==> config.mk <==
export PLATFORM = sky130hd
export DESIGN_NAME = dmem_lsu
export DESIGN_NICKNAME = d
export VERILOG_FILES = /design/src/rtl/dmem_lsu.sv
export SDC_FILE = /design/constraint.sdc
export NUM_CORES = 1
export LEC_CHECK = 0
export CAP_MARGIN = 40
export CORE_MARGIN = 1
export CORE_UTILIZATION = 49
export CTS_BUF_LIST = sky130_fd_sc_hd__clkbuf_8
export DETAILED_ROUTE_END_ITERATION = 10
export GPL_ROUTABILITY_DRIVEN = 0
export PLACE_DENSITY = 0.89
export REMOVE_ABC_BUFFERS = 1
export SLEW_MARGIN = 0
export SYNTH_ARGS = -nofsm -noshare
export SYNTH_HDL_FRONTEND = slang
export SYNTH_SLANG_ARGS = --single-unit
==> constraint.sdc <==
create_clock -name CLK -period 2.55 [get_ports CLK]
set_clock_uncertainty 0.05 [all_clocks]
set_input_delay 0.51 -clock CLK [delete_from_list [all_inputs] [get_ports CLK]]
set_output_delay 0.51 -clock CLK [all_outputs]
set_load 0.01 [all_outputs]
==> src/rtl/dmem_lsu.sv <==
// dmem_lsu: RV32I load/store unit in front of a word-addressed data memory with no byte strobes.
// SB/SH are read-modify-write. Define MISALIGN_TRAP_EN to fault misaligned half/word accesses.
module dmem_lsu #(
  parameter int unsigned DMEM_WORDS = 1024,
  parameter logic [31:0] BASE_ADDR  = 32'h0000_0000
) (
  input  logic        CLK,
  input  logic        NRST,
  input  logic        REQ_VALID,
  output logic        REQ_READY,
  input  logic        REQ_WE,
  input  logic [2:0]  REQ_FUNCT3,
  input  logic [31:0] REQ_ADDR,
  input  logic [31:0] REQ_WDATA,
  output logic        RSP_VALID,
  output logic [31:0] RSP_RDATA,
  output logic        RSP_ERR,
  output logic [31:0] MEM_ARADDR,
  input  logic [31:0] MEM_RDATA,
  output logic        MEM_AWVALID,
  output logic [31:0] MEM_AWADDR,
  output logic [31:0] MEM_WDATA,
  output logic [1:0]  DBG_STATE
);

  // Handshake: a request transfers on a rising CLK edge with REQ_VALID && REQ_READY; REQ_READY is
  // high only in IDLE, and completion is a single-cycle RSP_VALID pulse that cannot be stalled.
  typedef enum logic [1:0] {
    S_IDLE   = 2'd0,
    S_ACCESS = 2'd1,
    S_WRITE  = 2'd2,
    S_RESP   = 2'd3
  } state_t;

  localparam logic [31:0] WORDS_LIM = 32'(DMEM_WORDS);

  state_t      state_q, state_d;
  logic        cap_we;
  logic [2:0]  cap_f3;
  logic [31:0] cap_addr, cap_wdata, buf_word, rdata_q;
  logic [31:0] word_off, word_idx, load_ext, merged;
  logic        underflow, err_c;
  logic [7:0]  lane_b;
  logic [15:0] lane_h;

  // 33-bit subtraction: the borrow is exactly the addr < BASE_ADDR case.
  assign {underflow, word_off} = {1'b0, cap_addr} - {1'b0, BASE_ADDR};
  assign word_idx = word_off >> 2;

  always_comb begin
    err_c = 1'b0;
    if (cap_we) err_c = cap_f3[2] | (cap_f3[1:0] == 2'b11);
    else        err_c = (cap_f3 == 3'b011) | (cap_f3 == 3'b110) | (cap_f3 == 3'b111);
    if (underflow || (word_idx >= WORDS_LIM)) err_c = 1'b1;
`ifdef MISALIGN_TRAP_EN
    if ((cap_f3[1:0] == 2'b01) && cap_addr[0]) err_c = 1'b1;
    if ((cap_f3[1:0] == 2'b10) && (cap_addr[1:0] != 2'b00)) err_c = 1'b1;
`endif
  end

  always_comb begin
    lane_b = 8'h00;
    case (cap_addr[1:0])
      2'd0: lane_b = MEM_RDATA[7:0];
      2'd1: lane_b = MEM_RDATA[15:8];
      2'd2: lane_b = MEM_RDATA[23:16];
      2'd3: lane_b = MEM_RDATA[31:24];
    endcase
    lane_h = cap_addr[1] ? MEM_RDATA[31:16] : MEM_RDATA[15:0];
    case (cap_f3)
      3'b000:  load_ext = {{24{lane_b[7]}}, lane_b};
      3'b001:  load_ext = {{16{lane_h[15]}}, lane_h};
      3'b010:  load_ext = MEM_RDATA;
      3'b100:  load_ext = {24'h0, lane_b};
      3'b101:  load_ext = {16'h0, lane_h};
      default: load_ext = 32'h0;
    endcase
  end

  // Store merge works on the word buffered in ACCESS, so WRITE never depends on MEM_RDATA.
  always_comb begin
    merged = buf_word;
    case (cap_f3[1:0])
      2'b00: begin
        case (cap_addr[1:0])
          2'd0: merged[7:0]   = cap_wdata[7:0];
          2'd1: merged[15:8]  = cap_wdata[7:0];
          2'd2: merged[23:16] = cap_wdata[7:0];
          2'd3: merged[31:24] = cap_wdata[7:0];
        endcase
      end
      2'b01: begin
        if (cap_addr[1]) merged[31:16] = cap_wdata[15:0];
        else             merged[15:0]  = cap_wdata[15:0];
      end
      default: merged = cap_wdata;
    endcase
  end

  always_ff @(posedge CLK or negedge NRST) begin
    if (!NRST) begin
      state_q   <= S_IDLE;
      cap_we    <= 1'b0;
      cap_f3    <= 3'b000;
      cap_addr  <= 32'h0;
      cap_wdata <= 32'h0;
      buf_word  <= 32'h0;
      rdata_q   <= 32'h0;
    end else begin
      state_q <= state_d;
      if ((state_q == S_IDLE) && REQ_VALID) begin
        cap_we    <= REQ_WE;
        cap_f3    <= REQ_FUNCT3;
        cap_addr  <= REQ_ADDR;
        cap_wdata <= REQ_WDATA;
      end
      if (state_q == S_ACCESS) begin
        buf_word <= MEM_RDATA;
        rdata_q  <= (err_c || cap_we) ? 32'h0 : load_ext;
      end
    end
  end

  always_comb begin
    state_d     = state_q;
    REQ_READY   = 1'b0;
    MEM_ARADDR  = 32'h0;
    MEM_AWVALID = 1'b0;
    MEM_AWADDR  = 32'h0;
    MEM_WDATA   = 32'h0;
    RSP_VALID   = 1'b0;
    RSP_RDATA   = 32'h0;
    RSP_ERR     = 1'b0;
    case (state_q)
      S_IDLE: begin
        REQ_READY = 1'b1;
        if (REQ_VALID) state_d = S_ACCESS;
      end
      S_ACCESS: begin
        MEM_ARADDR = word_idx;
        state_d    = (cap_we && !err_c) ? S_WRITE : S_RESP;
      end
      S_WRITE: begin
        MEM_AWVALID = 1'b1;
        MEM_AWADDR  = word_idx;
        MEM_WDATA   = merged;
        state_d     = S_RESP;
      end
      S_RESP: begin
        RSP_VALID = 1'b1;
        RSP_RDATA = rdata_q;
        RSP_ERR   = err_c;
        state_d   = S_IDLE;
      end
      default: state_d = S_IDLE;
    endcase
  end

  assign DBG_STATE = state_q;

endmodule
==> results.ini, run 1 <==
[hold_path]
hold_class=flop to flop
hp-start=rdata_q[1]$_DFFE_PN0N_
hold_path_end=rdata_q[1]$_DFFE_PN0N_
min_path_cells=2

[worst_setup_path]
crit_path_max_fanout=5
worstSetupStartpointType=flop
required_ns=1.99
r2r-end=rdata_q[31]$_DFFE_PN0N_
crit_type=flop to output port
worstPathArrival_ns=2.01
critical_path.endpoint_type=output port
timing.rr.start=cap_f3[0]$_DFFE_PN0P_
reg2regPathDepth=6
reg2reg_slack_ns=0.23

[route]
wl_um=24300
vias=6652
drc=0
via_per_inst=5.80
drtIter0Drc=501
drt_first_pass_iters=5
wl_per_cell_um=21.2
ant_nets=0

[sta]
rsz0062_at_grt=yes
min_period_ns=2.57
slew_violations=0
hold_violations=0
worst_pin_slew_ns=0.554
whs_ns=0.431
setup_viol_count_final=1
fmax_mhz=389
finalWorstSetupSlack_ns=-0.0178
fin_crit_sh_pct=101
slew_headroom_pct=63.0

[power_and_ir_drop]
ir_worst_vdd_v=0.000667
clkPwrFrac_pct=15.0
p_comb_share_pct=56.3
power.internal_mw=8.28
p_leak_nw=5.29
switching_share_pct=39.6
switchingPower_mw=5.42
fin_total_pwr_mw=13.7
power.share.sequential_pct=28.7
power_density_mw_per_mm2=1230

[grt]
grt_pass1_vias=6846
grt.busiest_layer=met2
grt_pass1_wl_um=37200
use_met2_pct=54.0
grt_usage_pct=30.8
grt_util_met1_pct=36.8
met3_usage_pct=7.09
grt_max_degree=47
antenna_found_initial=0
overflow=0

[cts]
cts_root_buf=clkbuf_8
clock-sinks=134
cts_tree=yes
htree_levels=4
cts_inserted_buffers=17
insertion_delay_ns=0.47
clk_pin_slew_ns=0.08
clockBufferDepth=2

[yosys]
synth_seq_cells=134
synth_top_area_share_pct=44.4
synth_edf_count=0
yosysTopAreaCell=dfrtp_1
async_reset_ff_share_pct=100
syn_area_per_cell_um2=11.0
netlist_instances=685
yosys-top-cells-area=dfrtp_1, mux2_2, and2_1, nand2b_1, o2bb2ai_1
yosys_warnings=0
syn-cell-area_mm2=0.00755
yosysSeqAreaShare_pct=44.4
synth.most_common_cell=dfrtp_1
ys.flop_type=dfrtp_1
ys_types=47
synthTopCellsByCount=dfrtp_1, mux2_2, and2_1, nand2b_1, clkbuf_1

[place]
hpwl_um=16300
io_buffer_count=232

[floorplanning]
die_area_mm2=0.0159
die_w_um=126
rows=45
initial_core_util_pct=49.9
io_pins=237
coreArea_mm2=0.0151
die_y_um=126

[flow_run]
cap_violations=0

[cells_and_area]
drive_gt1_share_pct=33.0
fin_nets=1053
n_fill_cell=1021
area_growth_pct=47.6
num_antenna_cells=0

[status]
violations=setup timing
status=finished, violations left

## cell usage in the layout, fill, tap and decap left out, types with 14 or more instances in the layout
master	instances
buf_4	43
o2bb2ai_1	25
nand2b_1	43
dfrtp_1	126
clkbuf_8	21
mux2i_1	14
clkbuf_2	19
a21oi_1	25
nor2b_1	17
clkdlybuf4s50_1	104
buf_2	17
dlygate4sd2_1	70
mux2_2	119
and2_1	91
## critical path, stage by stage, from the launching register on
cell      delay, ns
dfrtp_2        0.47
nand2b_4       0.12
nand2_4        0.07
buf_6          0.14
buf_6          0.11
mux2_4         0.28
o211a_1        0.22
buf_2          0.14
## area by class of cell
class | instances | area [um^2] | share of cell area, %
Multi-Input combinational cell | 486 | 4200 | 37.6
Sequential cell | 134 | 3360 | 30.2
Timing Repair Buffer | 300 | 2870 | 25.7
Clock buffer | 21 | 289 | 2.59
Tap cell | 188 | 235 | 2.11
Clock inverter | 11 | 171 | 1.54
Inverter | 7 | 31.3 | 0.280
## cell families (layout without fill, tap and decap cells)
| logic type | count (synthesis) | count (layout) | synth area share [%] |
|---|---|---|---|
| AOI/OAI and AO/OA | 134 | 134 | 13.3 |
| adders and majority gates | 4 | 4 | 0.663 |
| buffers and inverters | 68 | 339 | 4.01 |
| DFF | 134 | 134 | 44.4 |
| muxes | 140 | 140 | 20.8 |
| other | 1 | 4 | 0.0496 |
| and+or+nand+nor | 204 | 204 | 16.8 |
## stage by stage
step	utilization (%)	TNS [ns]	instance area [um^2]	cells	setup WS (ns)
floorplan	-	-75.54	7290	627	-1.53
finish	73.6	-0.0178	11200	1147	-0.0178
global route	73.6	-0.491	11200	1147	-0.0717
global placement	67.5	0	10200	1086	0.0753
detailed placement	67.5	-0.0885	10200	1086	-0.0597
CTS	72.3	-0.161	10900	1136	-0.0805
## worst max-delay path by stage
stage	end	cells after the start	startpoint
global placement	MEM_WDATA[15]	5	cap_addr[1]$_DFFE_PN0P_
detailed placement	MEM_WDATA[10]	5	cap_addr[1]$_DFFE_PN0P_
floorplan	rdata_q[0]$_DFFE_PN0N_	5	DBG_STATE[1]$_DFFE_PN0P_
CTS	MEM_WDATA[10]	6	cap_addr[1]$_DFFE_PN0P_
finish	MEM_WDATA[20]	7	cap_addr[0]$_DFFE_PN0P_
global route	MEM_WDATA[20]	7	cap_addr[0]$_DFFE_PN0P_
## flip-flops by register name (all words and copies together) (netlist names)
signal and count:
buf_word 32, rdata_q 32, cap_we 1, DBG_STATE 2, cap_f3 3, cap_wdata 32
cap_addr 32
## metal layers
layer | part of all wire, % | routed length [um]
met1 | 39 | 9380
met3 | 7.1 | 1720
met2 | 52 | 12600
met4 | 2.6 | 644
met5 | 0 | 0
## power by group through the flow
stage	registers, mW	logic [mW]	clock network (mW)
floorplan	3.67	3.84	0
global placement	3.73	6.66	0
detailed placement	3.79	6.81	0
CTS	3.82	7.21	2.06
global route	4.03	8.25	2.15
finish	3.93	7.72	2.06
## what timing repair did
item / CTS / global route
endpoints found under the setup margin: 129 / 49
gates resized for setup: 235 / 84
pin swaps: 9 / 16
setup buffers: 14 / 10
hold endpoints to repair: 42 / 0
hold buffers: 1 / 0
gates cloned: 3 / 1
(Power assumes the default switching activity.)
==> inputs of run 2 (changes only) <==
--- a/config.mk
+++ b/config.mk
@@ -5,13 +5,15 @@
 export SDC_FILE = /design/constraint.sdc
 export NUM_CORES = 1
 export LEC_CHECK = 0
+export ABC_AREA = 1
 export CAP_MARGIN = 40
 export CORE_MARGIN = 1
 export CORE_UTILIZATION = 49
 export CTS_BUF_LIST = sky130_fd_sc_hd__clkbuf_8
 export DETAILED_ROUTE_END_ITERATION = 10
 export GPL_ROUTABILITY_DRIVEN = 0
-export PLACE_DENSITY = 0.89
+export HOLD_SLACK_MARGIN = 0.02
+export PLACE_DENSITY = 0.88
 export REMOVE_ABC_BUFFERS = 1
 export SLEW_MARGIN = 0
 export SYNTH_ARGS = -nofsm -noshare
==> results.ini, run 2 <==
[status]
status=finished, violations left
violations=setup timing

[sta]
slew_headroom_pct=61.4  ; -1.6 points
min_period_ns=2.62  ; +0.0554 ns
fin_crit_sh_pct=103  ; +2.2 points
rsz0062_at_grt=yes
setup_viol_count_final=14  ; +13
whs_ns=0.437  ; +0.00569 ns
hold_violations=0  ; unchanged
worst_pin_slew_ns=0.579  ; +0.0247 ns
finalWorstSetupSlack_ns=-0.0732  ; -0.0554 ns
fmax_mhz=381  ; -2.1%
slew_violations=0  ; unchanged

[yosys]
synth_top_area_share_pct=43.5  ; -0.89 points
syn-cell-area_mm2=0.00771  ; +2.0%
netlist_instances=1037  ; +51%
yosysTopAreaCell=dfrtp_1
synth.most_common_cell=nand2_1
ys.flop_type=dfrtp_1
yosys-top-cells-area=dfrtp_1, nand2_1, mux2_2, inv_1, o21ai_0
synth_edf_count=0  ; unchanged
async_reset_ff_share_pct=100  ; unchanged
syn_area_per_cell_um2=7.43  ; -33%
synth_seq_cells=134  ; unchanged
yosys_warnings=0  ; unchanged
ys_types=32  ; -32%
yosysSeqAreaShare_pct=43.5  ; -0.89 points
synthTopCellsByCount=nand2_1, inv_1, dfrtp_1, o21ai_0, a21oi_1

[power_and_ir_drop]
p_comb_share_pct=57.2  ; +0.9 points
power.internal_mw=7.16  ; -13%
power.share.sequential_pct=28.8  ; about the same
switching_share_pct=43.4  ; +3.9 points
ir_worst_vdd_v=0.000636  ; -4.8%
p_leak_nw=6.65  ; +26%
clkPwrFrac_pct=13.9  ; -1.1 points
fin_total_pwr_mw=12.7  ; -7.6%
power_density_mw_per_mm2=1120  ; -8.9%
switchingPower_mw=5.50  ; +1.4%

[worst_setup_path]
r2r-end=rdata_q[10]$_DFFE_PN0N_
reg2regPathDepth=12  ; +6
worstPathArrival_ns=2.06  ; +0.05 ns
critical_path.endpoint_type=output port
timing.rr.start=cap_addr[1]$_DFFE_PN0P_
reg2reg_slack_ns=0.61  ; +0.38 ns
worstSetupStartpointType=flop
required_ns=1.99  ; about the same
crit_path_max_fanout=6  ; +1
crit_type=flop to output port

[floorplanning]
die_area_mm2=0.0162  ; +2.0%
die_w_um=127  ; +0.99%
io_pins=237  ; unchanged
coreArea_mm2=0.0153  ; +0.74%
initial_core_util_pct=50.5  ; +0.64 points
die_y_um=127  ; +0.99%
rows=45  ; unchanged

[cells_and_area]
num_antenna_cells=0  ; unchanged
drive_gt1_share_pct=17.7  ; -15 points
layout.cells.non_filler=1535  ; +34%
final_common_cell=nand2_1
area_growth_pct=46.8
final_cell_mix=nand2_1, inv_1, dfrtp_1
fin_nets=1418  ; +35%

[flow_run]
cap_violations=0  ; unchanged

[route]
wl_per_cell_um=16.9  ; -20%
wl_um=26000  ; +6.9%
drtIter0Drc=888  ; +77%
vias=8200  ; +23%
drc=0  ; unchanged
via_per_inst=5.34  ; -7.9%
drt_first_pass_iters=7  ; +2
ant_nets=0  ; unchanged

[grt]
antenna_found_initial=0  ; unchanged
grt_pass1_vias=7793  ; +14%
grt_usage_pct=31.3  ; +0.54 points
grt_pass1_wl_um=39100  ; +5.2%
overflow=0  ; unchanged
grt_max_degree=66  ; +40%

[hold_path]
hold_path_end=rdata_q[2]$_DFFE_PN0N_
hp-start=rdata_q[2]$_DFFE_PN0N_
min_path_cells=2  ; unchanged
hold_class=flop to flop

[cts]
cts_tree=yes
cts_root_buf=clkbuf_8
clk_pin_slew_ns=0.07  ; about the same
insertion_delay_ns=0.45  ; -0.02 ns
cts_inserted_buffers=17  ; unchanged
clockBufferDepth=2  ; unchanged
htree_levels=4  ; unchanged
clock-sinks=134  ; unchanged

[place]
dpl.cell_count=1463  ; +35%
place_ws_ns=0.0276  ; +0.0873 ns
io_buffer_count=232  ; unchanged
hpwl_um=17500  ; +7.3%

run 2: worst max-delay path by stage:
stage,startpoint,end,slack [ns]
floorplan,DBG_STATE[1]$_DFFE_PN0P_,rdata_q[0]$_DFFE_PN0N_,-1.46
global placement,cap_addr[1]$_DFFE_PN0P_,MEM_WDATA[18],0.07
detailed placement,cap_addr[0]$_DFFE_PN0P_,MEM_WDATA[12],0.03
CTS,cap_addr[1]$_DFFE_PN0P_,MEM_WDATA[30],-0.18
global route,cap_f3[1]$_DFFE_PN0P_,MEM_WDATA[8],-0.13
finish,cap_addr[1]$_DFFE_PN0P_,MEM_WDATA[9],-0.07
run 2: power by group through the flow:
| stage | clock, mW | sequential (mW) | combinational, mW |
|---|---|---|---|
| after floorplan | 0 | 3.49 | 3.49 |
| final | 1.77 | 3.65 | 7.24 |
| after detailed placement | 0 | 3.64 | 6.32 |
| after global routing | 1.86 | 3.74 | 7.83 |
| after global placement | 0 | 3.61 | 6.18 |
| after CTS | 1.77 | 3.61 | 6.79 |
run 2: layer usage:
layer | track usage (%) | routed length, um | vias up
li1 | - | - | 3776
met1 | 36.2 | 9750 | 3822
met2 | 54.3 | 12400 | 511
met3 | 9.13 | 2720 | 91
met4 | 13.0 | 1080 | 0
met5 | 0 | 0 | -
run 2: cell families after synthesis:
family | share of synthesized area (%)
AOI/OAI and AO/OA | 12.1
adders and majority gates | 0.649
buffers and inverters | 12.3
DFF | 43.5
muxes | 8.18
other | 0.0487
and+or+nand+nor | 23.2
run 2: critical path, cell delays in order, from the launching register on:
cell	delay [ns]
dfrtp_2	0.47
buf_6	0.15
nor2_4	0.16
clkinv_4	0.11
buf_6	0.13
a21oi_2	0.13
o21ai_2	0.07
a31oi_2	0.22
buf_2	0.17
run 2: stage by stage:
stage | instance area (um^2) | utilization, % | setup TNS, ns
global placement | 10400 | 68.0 | 0
CTS | 11100 | 72.8 | -0.384
finish | 11300 | 74.2 | -0.415
detailed placement | 10400 | 68.0 | 0
global route | 11300 | 74.2 | -2.06
floorplan | 7410 | - | -86.50
run 2: area by class of cell:
type | instances | area (um^2)
repair inverters | 1 | 5.00
clock buffers | 20 | 275
flip-flops and latches | 134 | 3360
repair buffers | 309 | 3050
multi-input cells | 678 | 3590
fillers | 1113 | 3940
well taps | 211 | 264
inverters | 170 | 664
clock inverters | 12 | 111
run 2: timing repair:
item	CTS	global route
hold endpoints to repair	47	0
setup buffers	20	13
resized for setup	187	64
gates cloned	4	2
pin swaps	9	13
setup endpoints to repair	127	45
hold buffers	1	0
==> inputs of run 3 (changes only) <==
--- a/config.mk
+++ b/config.mk
@@ -6,13 +6,12 @@
 export NUM_CORES = 1
 export LEC_CHECK = 0
 export ABC_AREA = 1
-export CAP_MARGIN = 40
 export CORE_MARGIN = 1
 export CORE_UTILIZATION = 49
 export CTS_BUF_LIST = sky130_fd_sc_hd__clkbuf_8
 export DETAILED_ROUTE_END_ITERATION = 10
 export GPL_ROUTABILITY_DRIVEN = 0
-export HOLD_SLACK_MARGIN = 0.02
+export HOLD_SLACK_MARGIN = 0.1
 export PLACE_DENSITY = 0.88
 export REMOVE_ABC_BUFFERS = 1
 export SLEW_MARGIN = 0
==> results of run 3 <==
Final layout, timing and power as in run 2 (identical DEF).
